--- src/rtl/aes_mode_ctrl_pkg.sv ---
// Shared types for the AES multi-block mode sequencer.
package aes_ctrl_pkg;

  localparam int unsigned AES_BLK_W = 128;

  typedef enum logic [1:0] {
    AES_ECB = 2'b00,
    AES_CBC = 2'b01,
    AES_CTR = 2'b10
  } aes_mode_e;

  typedef enum logic [2:0] {
    ST_IDLE,
    ST_WAIT_IN,
    ST_LOAD,
    ST_BUSY,
    ST_OUTPUT,
    ST_DRAIN
  } aes_state_e;

endpackage

--- src/rtl/aes_mode_ctrl_if.sv ---
// Block stream plus cipher-core handshake seen by the mode sequencer.
interface aes_mode_ctrl_if;
  import aes_ctrl_pkg::*;

  logic                 blk_in_valid;
  logic [AES_BLK_W-1:0] blk_in_data;
  logic                 blk_in_ready;
  logic                 blk_out_valid;
  logic [AES_BLK_W-1:0] blk_out_data;
  logic                 blk_out_ready;
  logic                 aes_ld;
  logic [AES_BLK_W-1:0] aes_key;
  logic [AES_BLK_W-1:0] aes_text_in;
  logic                 aes_done;
  logic [AES_BLK_W-1:0] aes_text_out;

  modport master (
    input  blk_in_valid, blk_in_data, blk_out_ready, aes_done, aes_text_out,
    output blk_in_ready, blk_out_valid, blk_out_data, aes_ld, aes_key, aes_text_in
  );

  modport slave (
    output blk_in_valid, blk_in_data, blk_out_ready, aes_done, aes_text_out,
    input  blk_in_ready, blk_out_valid, blk_out_data, aes_ld, aes_key, aes_text_in
  );
endinterface

--- src/rtl/aes_mode_ctrl_xform.sv ---
// Combinational chaining/counter transforms applied around the cipher core.
module aes_mode_xform
  import aes_ctrl_pkg::*;
(
  input  aes_mode_e            mode_i,
  input  logic [AES_BLK_W-1:0] blk_i,
  input  logic [AES_BLK_W-1:0] chain_i,
  input  logic [AES_BLK_W-1:0] pt_i,
  input  logic [AES_BLK_W-1:0] core_out_i,
  output logic [AES_BLK_W-1:0] core_in_o,
  output logic [AES_BLK_W-1:0] result_o,
  output logic [AES_BLK_W-1:0] chain_o
);

  always_comb begin
    core_in_o = blk_i;
    result_o  = core_out_i;
    chain_o   = chain_i;
    case (mode_i)
      AES_CBC: begin
        core_in_o = blk_i ^ chain_i;
        chain_o   = core_out_i;
      end
      AES_CTR: begin
        // chain_i holds the counter; only the low word increments and wraps
        core_in_o = chain_i;
        result_o  = core_out_i ^ pt_i;
        chain_o   = {chain_i[AES_BLK_W-1:32], chain_i[31:0] + 32'd1};
      end
      default: ;
    endcase
  end

endmodule

--- src/rtl/aes_mode_ctrl.sv ---
// Job sequencer streaming blocks through the AES core in ECB, CBC or CTR mode.
module aes_mode_ctrl
  import aes_ctrl_pkg::*;
#(
  parameter int unsigned CNT_W   = 16,
  parameter int unsigned TIMEOUT = 1024
) (
  input  logic                 mclk,
  input  logic                 rst,
  input  logic                 cfg_start,
  input  logic                 cfg_abort,
  input  logic [1:0]           cfg_mode,
  input  logic [AES_BLK_W-1:0] cfg_key,
  input  logic [AES_BLK_W-1:0] cfg_iv,
  input  logic [CNT_W-1:0]     cfg_num_blk,
  aes_mode_ctrl_if.master      bus,
  output logic                 busy,
  output logic                 job_done,
  output logic                 err_timeout,
  output logic                 err_mode,
  output logic [CNT_W-1:0]     blk_done_cnt
);

  localparam int unsigned WD_W = $clog2(TIMEOUT + 1);

  aes_state_e           state_q;
  aes_mode_e            mode_q;
  logic [AES_BLK_W-1:0] key_q, text_in_q, out_q, chain_q, pt_q;
  logic [CNT_W-1:0]     remain_q, cnt_q;
  logic [WD_W-1:0]      wdog_q;
  logic                 job_done_q, err_timeout_q, err_mode_q;
  logic [AES_BLK_W-1:0] core_in_d, result_d, chain_d;
  logic                 wd_expire;

  aes_mode_xform u_xform (
    .mode_i     (mode_q),
    .blk_i      (bus.blk_in_data),
    .chain_i    (chain_q),
    .pt_i       (pt_q),
    .core_out_i (bus.aes_text_out),
    .core_in_o  (core_in_d),
    .result_o   (result_d),
    .chain_o    (chain_d)
  );

  // wdog_q counts the LOAD cycle too, so expiry lands TIMEOUT cycles after aes_ld
  assign wd_expire = (32'(wdog_q) + 32'd1) >= TIMEOUT;

  always_ff @(posedge mclk) begin
    if (rst) begin
      state_q       <= ST_IDLE;
      mode_q        <= AES_ECB;
      key_q         <= '0;
      text_in_q     <= '0;
      out_q         <= '0;
      chain_q       <= '0;
      pt_q          <= '0;
      remain_q      <= '0;
      cnt_q         <= '0;
      wdog_q        <= '0;
      job_done_q    <= 1'b0;
      err_timeout_q <= 1'b0;
      err_mode_q    <= 1'b0;
    end else begin
      job_done_q <= 1'b0;
      case (state_q)
        ST_IDLE: begin
          if (cfg_start) begin
            if (cfg_mode == 2'b11) begin
              err_mode_q <= 1'b1;
            end else begin
              err_mode_q    <= 1'b0;
              err_timeout_q <= 1'b0;
              cnt_q         <= '0;
              mode_q        <= aes_mode_e'(cfg_mode);
              key_q         <= cfg_key;
              chain_q       <= cfg_iv;
              remain_q      <= cfg_num_blk;
              if (cfg_num_blk == '0) job_done_q <= 1'b1;
              else                   state_q    <= ST_WAIT_IN;
            end
          end
        end
        ST_WAIT_IN: begin
          if (cfg_abort) begin
            state_q <= ST_IDLE;
          end else if (bus.blk_in_valid) begin
            text_in_q <= core_in_d;
            pt_q      <= bus.blk_in_data;
            state_q   <= ST_LOAD;
          end
        end
        ST_LOAD: begin
          wdog_q  <= WD_W'(1);
          state_q <= cfg_abort ? ST_IDLE : ST_BUSY;
        end
        ST_BUSY: begin
          if (bus.aes_done) begin
            out_q   <= result_d;
            chain_q <= chain_d;
            state_q <= cfg_abort ? ST_IDLE : ST_OUTPUT;
          end else if (wd_expire) begin
            err_timeout_q <= 1'b1;
            state_q       <= ST_IDLE;
          end else begin
            wdog_q <= wdog_q + WD_W'(1);
            if (cfg_abort) state_q <= ST_DRAIN;
          end
        end
        ST_DRAIN: begin
          if (bus.aes_done) begin
            state_q <= ST_IDLE;
          end else if (wd_expire) begin
            err_timeout_q <= 1'b1;
            state_q       <= ST_IDLE;
          end else begin
            wdog_q <= wdog_q + WD_W'(1);
          end
        end
        ST_OUTPUT: begin
          if (cfg_abort) begin
            state_q <= ST_IDLE;
          end else if (bus.blk_out_ready) begin
            cnt_q    <= cnt_q + CNT_W'(1);
            remain_q <= remain_q - CNT_W'(1);
            if (remain_q == CNT_W'(1)) begin
              job_done_q <= 1'b1;
              state_q    <= ST_IDLE;
            end else begin
              state_q <= ST_WAIT_IN;
            end
          end
        end
        default: state_q <= ST_IDLE;
      endcase
    end
  end

  assign bus.blk_in_ready  = (state_q == ST_WAIT_IN);
  assign bus.blk_out_valid = (state_q == ST_OUTPUT);
  assign bus.blk_out_data  = out_q;
  assign bus.aes_ld        = (state_q == ST_LOAD);
  assign bus.aes_key       = key_q;
  assign bus.aes_text_in   = text_in_q;
  assign busy              = (state_q != ST_IDLE);
  assign job_done          = job_done_q;
  assign err_timeout       = err_timeout_q;
  assign err_mode          = err_mode_q;
  assign blk_done_cnt      = cnt_q;

endmodule

--- src/flat_wrapper.sv ---
// flat-port wrapper written by rule: the top's interface ports become plain ports
module aes_mode_ctrl_flat import aes_ctrl_pkg::*;
#(
  parameter int unsigned CNT_W   = 16,
  parameter int unsigned TIMEOUT = 1024
)
  (mclk, rst, cfg_start, cfg_abort, cfg_mode, cfg_key, cfg_iv, cfg_num_blk, busy, job_done, err_timeout, err_mode, blk_done_cnt, bus_blk_in_valid, bus_blk_in_data, bus_blk_out_ready, bus_aes_done, bus_aes_text_out, bus_blk_in_ready, bus_blk_out_valid, bus_blk_out_data, bus_aes_ld, bus_aes_key, bus_aes_text_in);
  aes_mode_ctrl_if bus_i ();
  input  logic mclk;
  input  logic rst;
  input  logic cfg_start;
  input  logic cfg_abort;
  input  logic [1:0] cfg_mode;
  input  logic [AES_BLK_W-1:0] cfg_key;
  input  logic [AES_BLK_W-1:0] cfg_iv;
  input  logic [CNT_W-1:0] cfg_num_blk;
  output logic busy;
  output logic job_done;
  output logic err_timeout;
  output logic err_mode;
  output logic [CNT_W-1:0] blk_done_cnt;
  input wire logic [$bits(bus_i.blk_in_valid)-1:0] bus_blk_in_valid;
  input wire logic [$bits(bus_i.blk_in_data)-1:0] bus_blk_in_data;
  input wire logic [$bits(bus_i.blk_out_ready)-1:0] bus_blk_out_ready;
  input wire logic [$bits(bus_i.aes_done)-1:0] bus_aes_done;
  input wire logic [$bits(bus_i.aes_text_out)-1:0] bus_aes_text_out;
  output wire logic [$bits(bus_i.blk_in_ready)-1:0] bus_blk_in_ready;
  output wire logic [$bits(bus_i.blk_out_valid)-1:0] bus_blk_out_valid;
  output wire logic [$bits(bus_i.blk_out_data)-1:0] bus_blk_out_data;
  output wire logic [$bits(bus_i.aes_ld)-1:0] bus_aes_ld;
  output wire logic [$bits(bus_i.aes_key)-1:0] bus_aes_key;
  output wire logic [$bits(bus_i.aes_text_in)-1:0] bus_aes_text_in;
  assign bus_i.blk_in_valid = bus_blk_in_valid;
  assign bus_i.blk_in_data = bus_blk_in_data;
  assign bus_i.blk_out_ready = bus_blk_out_ready;
  assign bus_i.aes_done = bus_aes_done;
  assign bus_i.aes_text_out = bus_aes_text_out;
  assign bus_blk_in_ready = bus_i.blk_in_ready;
  assign bus_blk_out_valid = bus_i.blk_out_valid;
  assign bus_blk_out_data = bus_i.blk_out_data;
  assign bus_aes_ld = bus_i.aes_ld;
  assign bus_aes_key = bus_i.aes_key;
  assign bus_aes_text_in = bus_i.aes_text_in;
  aes_mode_ctrl #(.CNT_W(CNT_W), .TIMEOUT(TIMEOUT)) u_core (.mclk(mclk), .rst(rst), .cfg_start(cfg_start), .cfg_abort(cfg_abort), .cfg_mode(cfg_mode), .cfg_key(cfg_key), .cfg_iv(cfg_iv), .cfg_num_blk(cfg_num_blk), .bus(bus_i), .busy(busy), .job_done(job_done), .err_timeout(err_timeout), .err_mode(err_mode), .blk_done_cnt(blk_done_cnt));
endmodule
--- config.mk ---
export PLATFORM = sky130hd
export DESIGN_NAME = aes_mode_ctrl_flat
export DESIGN_NICKNAME = d
export VERILOG_FILES = /design/src/rtl/aes_mode_ctrl_pkg.sv /design/src/rtl/aes_mode_ctrl_if.sv /design/src/rtl/aes_mode_ctrl_xform.sv /design/src/rtl/aes_mode_ctrl.sv /design/src/flat_wrapper.sv
export SDC_FILE = /design/constraint.sdc
export NUM_CORES = 2
export LEC_CHECK = 0
export CORE_AREA = 3 3 366 368
export DETAILED_ROUTE_END_ITERATION = 16
export DIE_AREA = 0 0 369 371
export PLACE_DENSITY_LB_ADDON = 0.05
export SETUP_SLACK_MARGIN = 0.1
export SYNTH_ARGS = -nofsm -noshare
export SYNTH_HDL_FRONTEND = slang
export SYNTH_SLANG_ARGS = --single-unit
--- constraint.sdc ---
create_clock -name mclk -period 3.7 [get_ports mclk]
set_input_delay 0.74 -clock mclk [delete_from_list [all_inputs] [get_ports mclk]]
set_output_delay 0.74 -clock mclk [all_outputs]
set_load 0.03 [all_outputs]
== Word-level counts from Yosys, hierarchy flattened ==
Cells that the tools add are included.

* Bits of input ports: 537
* Logic and storage cells: 116
* Register bits: 691
* Output and inout bits: 407

* Magnitude comparators: 1
* Muxes and demuxes: 49
* Reductions and logical operators: 18
* Add/subtract/negate cells: 5
* Bitwise gates (word level): 4
* Equality and inequality tests: 25

{| class="wikitable"
|+ Operators with widths
! cell !! count
|-
| $pmux 128 s2 || 3
|-
| $mux 128 || 4
|-
| $xor 128x128->128 || 2
|-
| $mux 16 || 8
|-
| $pmux 16 s2 || 2
|-
| $mux 3 || 13
|-
| $add 32x1->32 const B || 1
|-
| $ge 32x11->1 const B || 1
|-
| $mux 11 || 2
|-
| $pmux 11 s2 || 1
|-
| $ne 2x2->1 const B || 10
|-
| $pmux 3 s6 || 1
|-
| $add 16x1->16 const B || 1
|-
| $eq 16x1->1 const B || 1
|-
| $logic_not 16->1 || 1
|-
| $sub 16x1->16 const B || 1
|-
| $reduce_and 5->1 || 3
|-
| $add 11x1->12 const B || 1
|-
| $mux 1 || 12
|-
| $add 11x1->11 const B || 1
|-
| $ne 3x3->1 const B || 3
|-
| $reduce_and 3->1 || 3
|-
| $reduce_bool 2->1 || 4
|-
| $reduce_and 7->1 || 1
|-
| 16 further kinds || 22
|}

== Depth between registers and ports, before layout ==
* Word-level depth: 5
* Gate-level depth with buffers: 10
* Mapped depth without buffers: 7

== Modules after synthesis ==
From an unflattened synthesis, not the netlist that was laid out.

* Cell total of the unflattened synthesis: 4630
* Area, all modules: 33577.2 sq um

{| class="wikitable"
|+ By module, submodules not included
! module !! cells each !! times used !! seq. area each (sq um) !! area each (sq um)
|-
| aes_mode_ctrl || 3312 || 1 || 13833.3 || 25809.8
|-
| aes_mode_xform || 1318 || 1 || 0.0 || 7767.4
|}

== Worst setup path after synthesis ==
Ideal clock, no wire load.

* Path kind: reg2reg
* From: register u_core.state_q[0]
* To: register u_core.text_in_q[43] (netlist: u_core.bus.aes_text_in[43])
* Cell stages (with the launch flop): 10
* Required time: 3.572 ns
* Clock period less this slack: 2.516 ns
* Setup time: 0.128 ns
* Buffers on the path: 4
* Path slack: 1.184 ns
* Arrival time: 2.389 ns
* Cells stage by stage: dfxtp_1 > clkbuf_2 > nor3b_1 > and3b_1 > buf_2 > buf_2 > clkbuf_1 > o311ai_0 > o21ai_0 > nor2_1

* Longest elaborated chain between the ends: 2

{| class="wikitable"
|+ Ends and longest elaborated chain
! element !! line !! source
|-
| from (decl) || aes_mode_ctrl.sv:26 || <nowiki>aes_state_e state_q;</nowiki>
|-
| from (signal assigned) || aes_mode_ctrl.sv:95 || <nowiki>state_q <= cfg_abort ? ST_IDLE : ST_BUSY;</nowiki>
|-
| from (signal assigned) || aes_mode_ctrl.sv:101 || <nowiki>state_q <= cfg_abort ? ST_IDLE : ST_OUTPUT;</nowiki>
|-
| $eq 3x1->1 || n/a ||
|-
| net bus_blk_in_ready || flat_wrapper.sv:27 || <nowiki>output wire logic [$bits(bus_i.blk_in_ready)-1:0] bus_blk_in_ready;</nowiki>
|-
| $reduce_and 3->1 (no source line) || n/a ||
|-
| to (signal assigned) || aes_mode_ctrl.sv:88 || <nowiki>text_in_q <= core_in_d;</nowiki>
|-
| to (decl) || aes_mode_ctrl.sv:28 || <nowiki>logic [AES_BLK_W-1:0] key_q, text_in_q, out_q, chain_q, pt_q;</nowiki>
|}

The timed path passes the listed nets, and every way through them passes these cells.
A chain may end at the register's enable or synchronous reset.

== Worst setup path after layout ==
* From: register u_core.state_q[0]
* To: output port busy

* Longest elaborated chain between the ends: 1

{| class="wikitable"
|+ Ends and longest elaborated chain
! element !! line !! source
|-
| $reduce_bool 3->1 || aes_mode_ctrl.sv:145 || <nowiki>assign busy = (state_q != ST_IDLE);</nowiki>
|-
| to (decl) || flat_wrapper.sv:17 || <nowiki>output logic busy;</nowiki>
|}

Every way passes these cells.

==> results.txt <==
The run finished with clean final reports. The highest attainable clock frequency is 0.289 GHz. The run gives 242 ps as the final critical-path setup slack. The run gives 0 as the post-detailed-route count of antenna-violating nets. Setup violations remaining at the end of the flow were counted as 0. The clock passes through at most 3 buffers.

Most frequently used flop master after synthesis: dfxtp_1. In this run the vertical extent of the chip is 371 µm. The number of global-route vias before repair came out at 31,810. Buffers inserted during clock tree synthesis total 90. The floorplan has 133 rows. The measured slew at the worst slew-check pin is 987 ps, and the leakage power total is 16.4 nW.

The global routing usage summed across all routing layers was 0.217. Broken down by cell family, the worst path's largest delay share belongs to buffers and inverters. The number of buffers and inverters on the critical path is 3. Summed over all instances, the cell type with the most area after synthesis is dfxtp_1.

Clock net sink count: 691. The path type of the worst setup path is flop to output pin. The tools report the count of hold buffers inserted by post-cts repair as 0. The top cell type's share of synthesized area came out at 0.426.

The detailed-route vias per instance came out at 4.76. Initial cell density of the core: 0.248. Wires add up to 155,000 µm. The most used standard cell by instance count after synthesis is nand2_1.

The detailed placer's ending HPWL was 111,000 µm; the minimum period implied by the final worst setup slack was 3460 ps. The tools report the end of the worst register-to-register path as u_core.bus.aes_text_in[63]. The share of power burned in registers was 0.388.

Dividing total power by cell area gives a power density of 457 nW/µm². The first TritonRoute pass finished after 5 iterations. The tools report the worst setup slack after placement as 216 ps. By area the synthesized netlist is led by dfxtp_1 43%, a21oi_1 8.3%, nand2_1 8.2%. For the number of antenna violations at the first check in global routing, the log shows 33. Traced cell by cell, the critical path runs through buf_4, nor3_4, inv_1, clkdlybuf4s50_1. Counting every instance in the synthesized netlist gives 4,341. The tools report the destination of the worst hold path as u_core.bus.aes_text_in[100].

For the setup clock skew after layout, the log shows 25.9 ps. Worst reg2reg path startpoint: u_core.state_q[2]. The run gives 32,500 µm² as the post-synth design cell area. The delay of the slowest cell on the worst path is 700 ps.

The clock-pin slew of the registers on the worst-case setup and hold paths works out to 60 ps. Entering global routing, the biggest net connects 136 pins. The share of power burned in combinational logic is 0.190. The fraction of power spent switching nets is 0.302. The number of DRC markers in iteration 0 was 2,245; the total congestion overflow after global routing was 0. During placement, the flow inserted port buffers numbering 943.

The tool flagged a number of max-cap violations equal to 0. The first global-routing pass estimated 223,000 µm of wire. Final clock period utilization by the worst path: 0.935. The tightest min-delay check is of the primary input to flop type. The tools report the post-route setup TNS as 0 ps. The power share of the clock group is 0.422, and the worst slew slack as a fraction of its limit is 0.340. The warning count from the yosys run is 0.

TritonCTS built the clock tree. A synthesized cell averages 7.48 µm². The cell with the largest stage delay on the worst path is clkdlybuf4s50_1. The average detailed-routed wire length per instance works out to 22.5 µm.

STA classifies the critical path endpoint as an output pin. 944 I/O pins were placed. The register area share after synthesis was 0.426; the number of hold-slack violations in the final timing report was 0.

The core region is 131,000 µm². In this run, synthesis inferred 0 flip-flops with an integrated enable. The logs give 6.45 mW for the switching component of the power and 680 ps for the clock insertion delay at the later pin of the skew report. The cell depth of the worst min-delay path came out at 2. The worst register-to-register path has a depth of 7.

For flop-to-flop paths, the worst setup slack is 1010 ps. The tools report the clock tree root driver cell as clkbuf_16. The data required time of the worst path is 2960 ps, and the routability-driven placement congestion ratio is 0.792. STA puts the critical path data arrival time at 2720 ps. The design internal power was 14.9 mW; the total die area was 137,000 µm². The run gives 0 as the final routed DRC violation total. Setup repair after global routing left no endpoint under its margin. For the number of distinct library cell variants in the gate-level netlist after synthesis, the log shows 78. The final layout contains 5,616 nets. The tools report the worst supply voltage drop on vdd as 0.000307 V. The share of post-route cells with drive strength above 1 works out to 0.0467. The run gives 32,949 as the via total after detailed routing. STA classifies the critical path startpoint as a flop. In this run the number of H-tree levels came out at 3. The number of nets in the synthesized netlist is 4,885. The floorplan step set the die width to 369 µm.

The synthesized design contains 691 register bits. The proportion of register bits with asynchronous set or reset after synthesis was 0. By count the netlist is led by 712 x nand2_1, 691 x dfxtp_1, 540 x a21oi_1. The count of final max-slew check failures was 0; the peak fanout along the critical path was 11.

The tools report the startpoint of the worst hold path as rst. Relative to the synthesized area, the layout overhead comes to 43.7%.
[layout by cell type, fill, tap and decap left out, types with 21 or more instances in the layout]
cell type,count
diode_2,23
nor4_1,21
nand4_1,22
nor2_1,430
inv_1,269
clkdlybuf4s50_1,942
and3_1,102
dfxtp_1,690
nor2b_1,129
a21oi_1,540
clkbuf_16,93
a211oi_1,240
clkbuf_8,22
nand2_1,711
nand3_1,24
xor2_1,140
buf_12,31
buf_4,38
o311ai_0,128
clkbuf_1,26
nor3_1,25
o21ai_0,325
[stage by stage]
| step | hold slack (ps) | util | power [mW] | std cells | instance area, µm² |
|---|---|---|---|---|---|
| after floorplan | 437 | - | 10.5 | 4341 | 32500 |
| after global placement | 441 | 0.333 | 12.5 | 6735 | 43600 |
| after detailed placement | 447 | 0.333 | 12.5 | 6735 | 43600 |
| after CTS | 341 | 0.356 | 21.7 | 6899 | 46600 |
| after global routing | 377 | 0.356 | 22.3 | 6907 | 46600 |
| final | 407 | 0.356 | 21.3 | 6922 | 46700 |
[routing by layer]
layer	up-vias	share of wire	GRT usage	routed length, µm
met2	884	0.48	0.362	74400
li1	16342	-	-	-
met1	15531	0.42	0.267	65400
met3	174	0.077	0.0667	12000
met5	-	0.00074	0	115
met4	18	0.023	0.0618	3550
[power by group through the flow]
stage                     clock [mW]  combinational, mW  sequential, mW
final                           8.99               4.06            8.27
after global routing            9.55               4.44            8.33
after CTS                       9.30               4.13            8.26
after detailed placement           0               4.11            8.42
after global placement             0               4.09            8.42
after floorplan                    0               1.74            8.73
[flip-flops by register name, summed over array words and instances, names as in the netlist]
| signal | flops |
|---|---|
| u_core.pt_q | 128 |
| u_core.bus.aes_key | 128 |
| u_core.job_done | 1 |
| u_core.remain_q | 16 |
| u_core.err_timeout | 1 |
| u_core.blk_done_cnt | 16 |
| u_core.bus.blk_out_data | 128 |
| u_core.mode_q | 2 |
| u_core.err_mode | 1 |
| u_core.chain_q | 128 |
| u_core.bus.aes_text_in | 128 |
| u_core.wdog_q | 11 |
| u_core.state_q | 3 |
[how the worst max path moves through the flow]
stage	end	slack (ps)	cells after the start	start
2_1_floorplan	u_core.bus.aes_text_in[43]	1180	9	u_core.state_q[0]
3_3_place_gp	u_core.chain_q[96]	300	9	cfg_start
3_5_place_dp	u_core.chain_q[91]	220	9	cfg_start
4_1_cts	bus_aes_ld	140	3	u_core.state_q[1]
5_1_grt	busy	130	4	u_core.state_q[0]
6_report	busy	240	4	u_core.state_q[0]
[logic make-up after synthesis]
| kind of cell | share of synthesized area |
|---|---|
| XOR/XNOR | 0.0412 |
| buffers and inverters | 0.0773 |
| AND/OR/NAND/NOR | 0.208 |
| adder cells (fa/ha/maj) | 0.00270 |
| multiplexers | 0.00185 |
| AO/OA/AOI/OAI | 0.243 |
| flip-flops | 0.426 |
[final cells by class]
| cell class | count | area (µm²) |
|---|---|---|
| inverters | 270 | 1020 |
| fillers | 13957 | 84500 |
| diodes | 23 | 57.6 |
| repair buffers | 1012 | 10300 |
| clock inverters | 23 | 270 |
| flip-flops and latches | 691 | 13800 |
| multi-input cells | 3007 | 16200 |
| well taps | 1755 | 2200 |
| clock buffers | 141 | 2730 |
[timing repair]
action                                  CTS  global route
setup buffers                             0             0
pin swaps                                 0             0
endpoints found under the setup margin    2             1
resized for setup                         2             1
(Power assumes the default switching activity.)
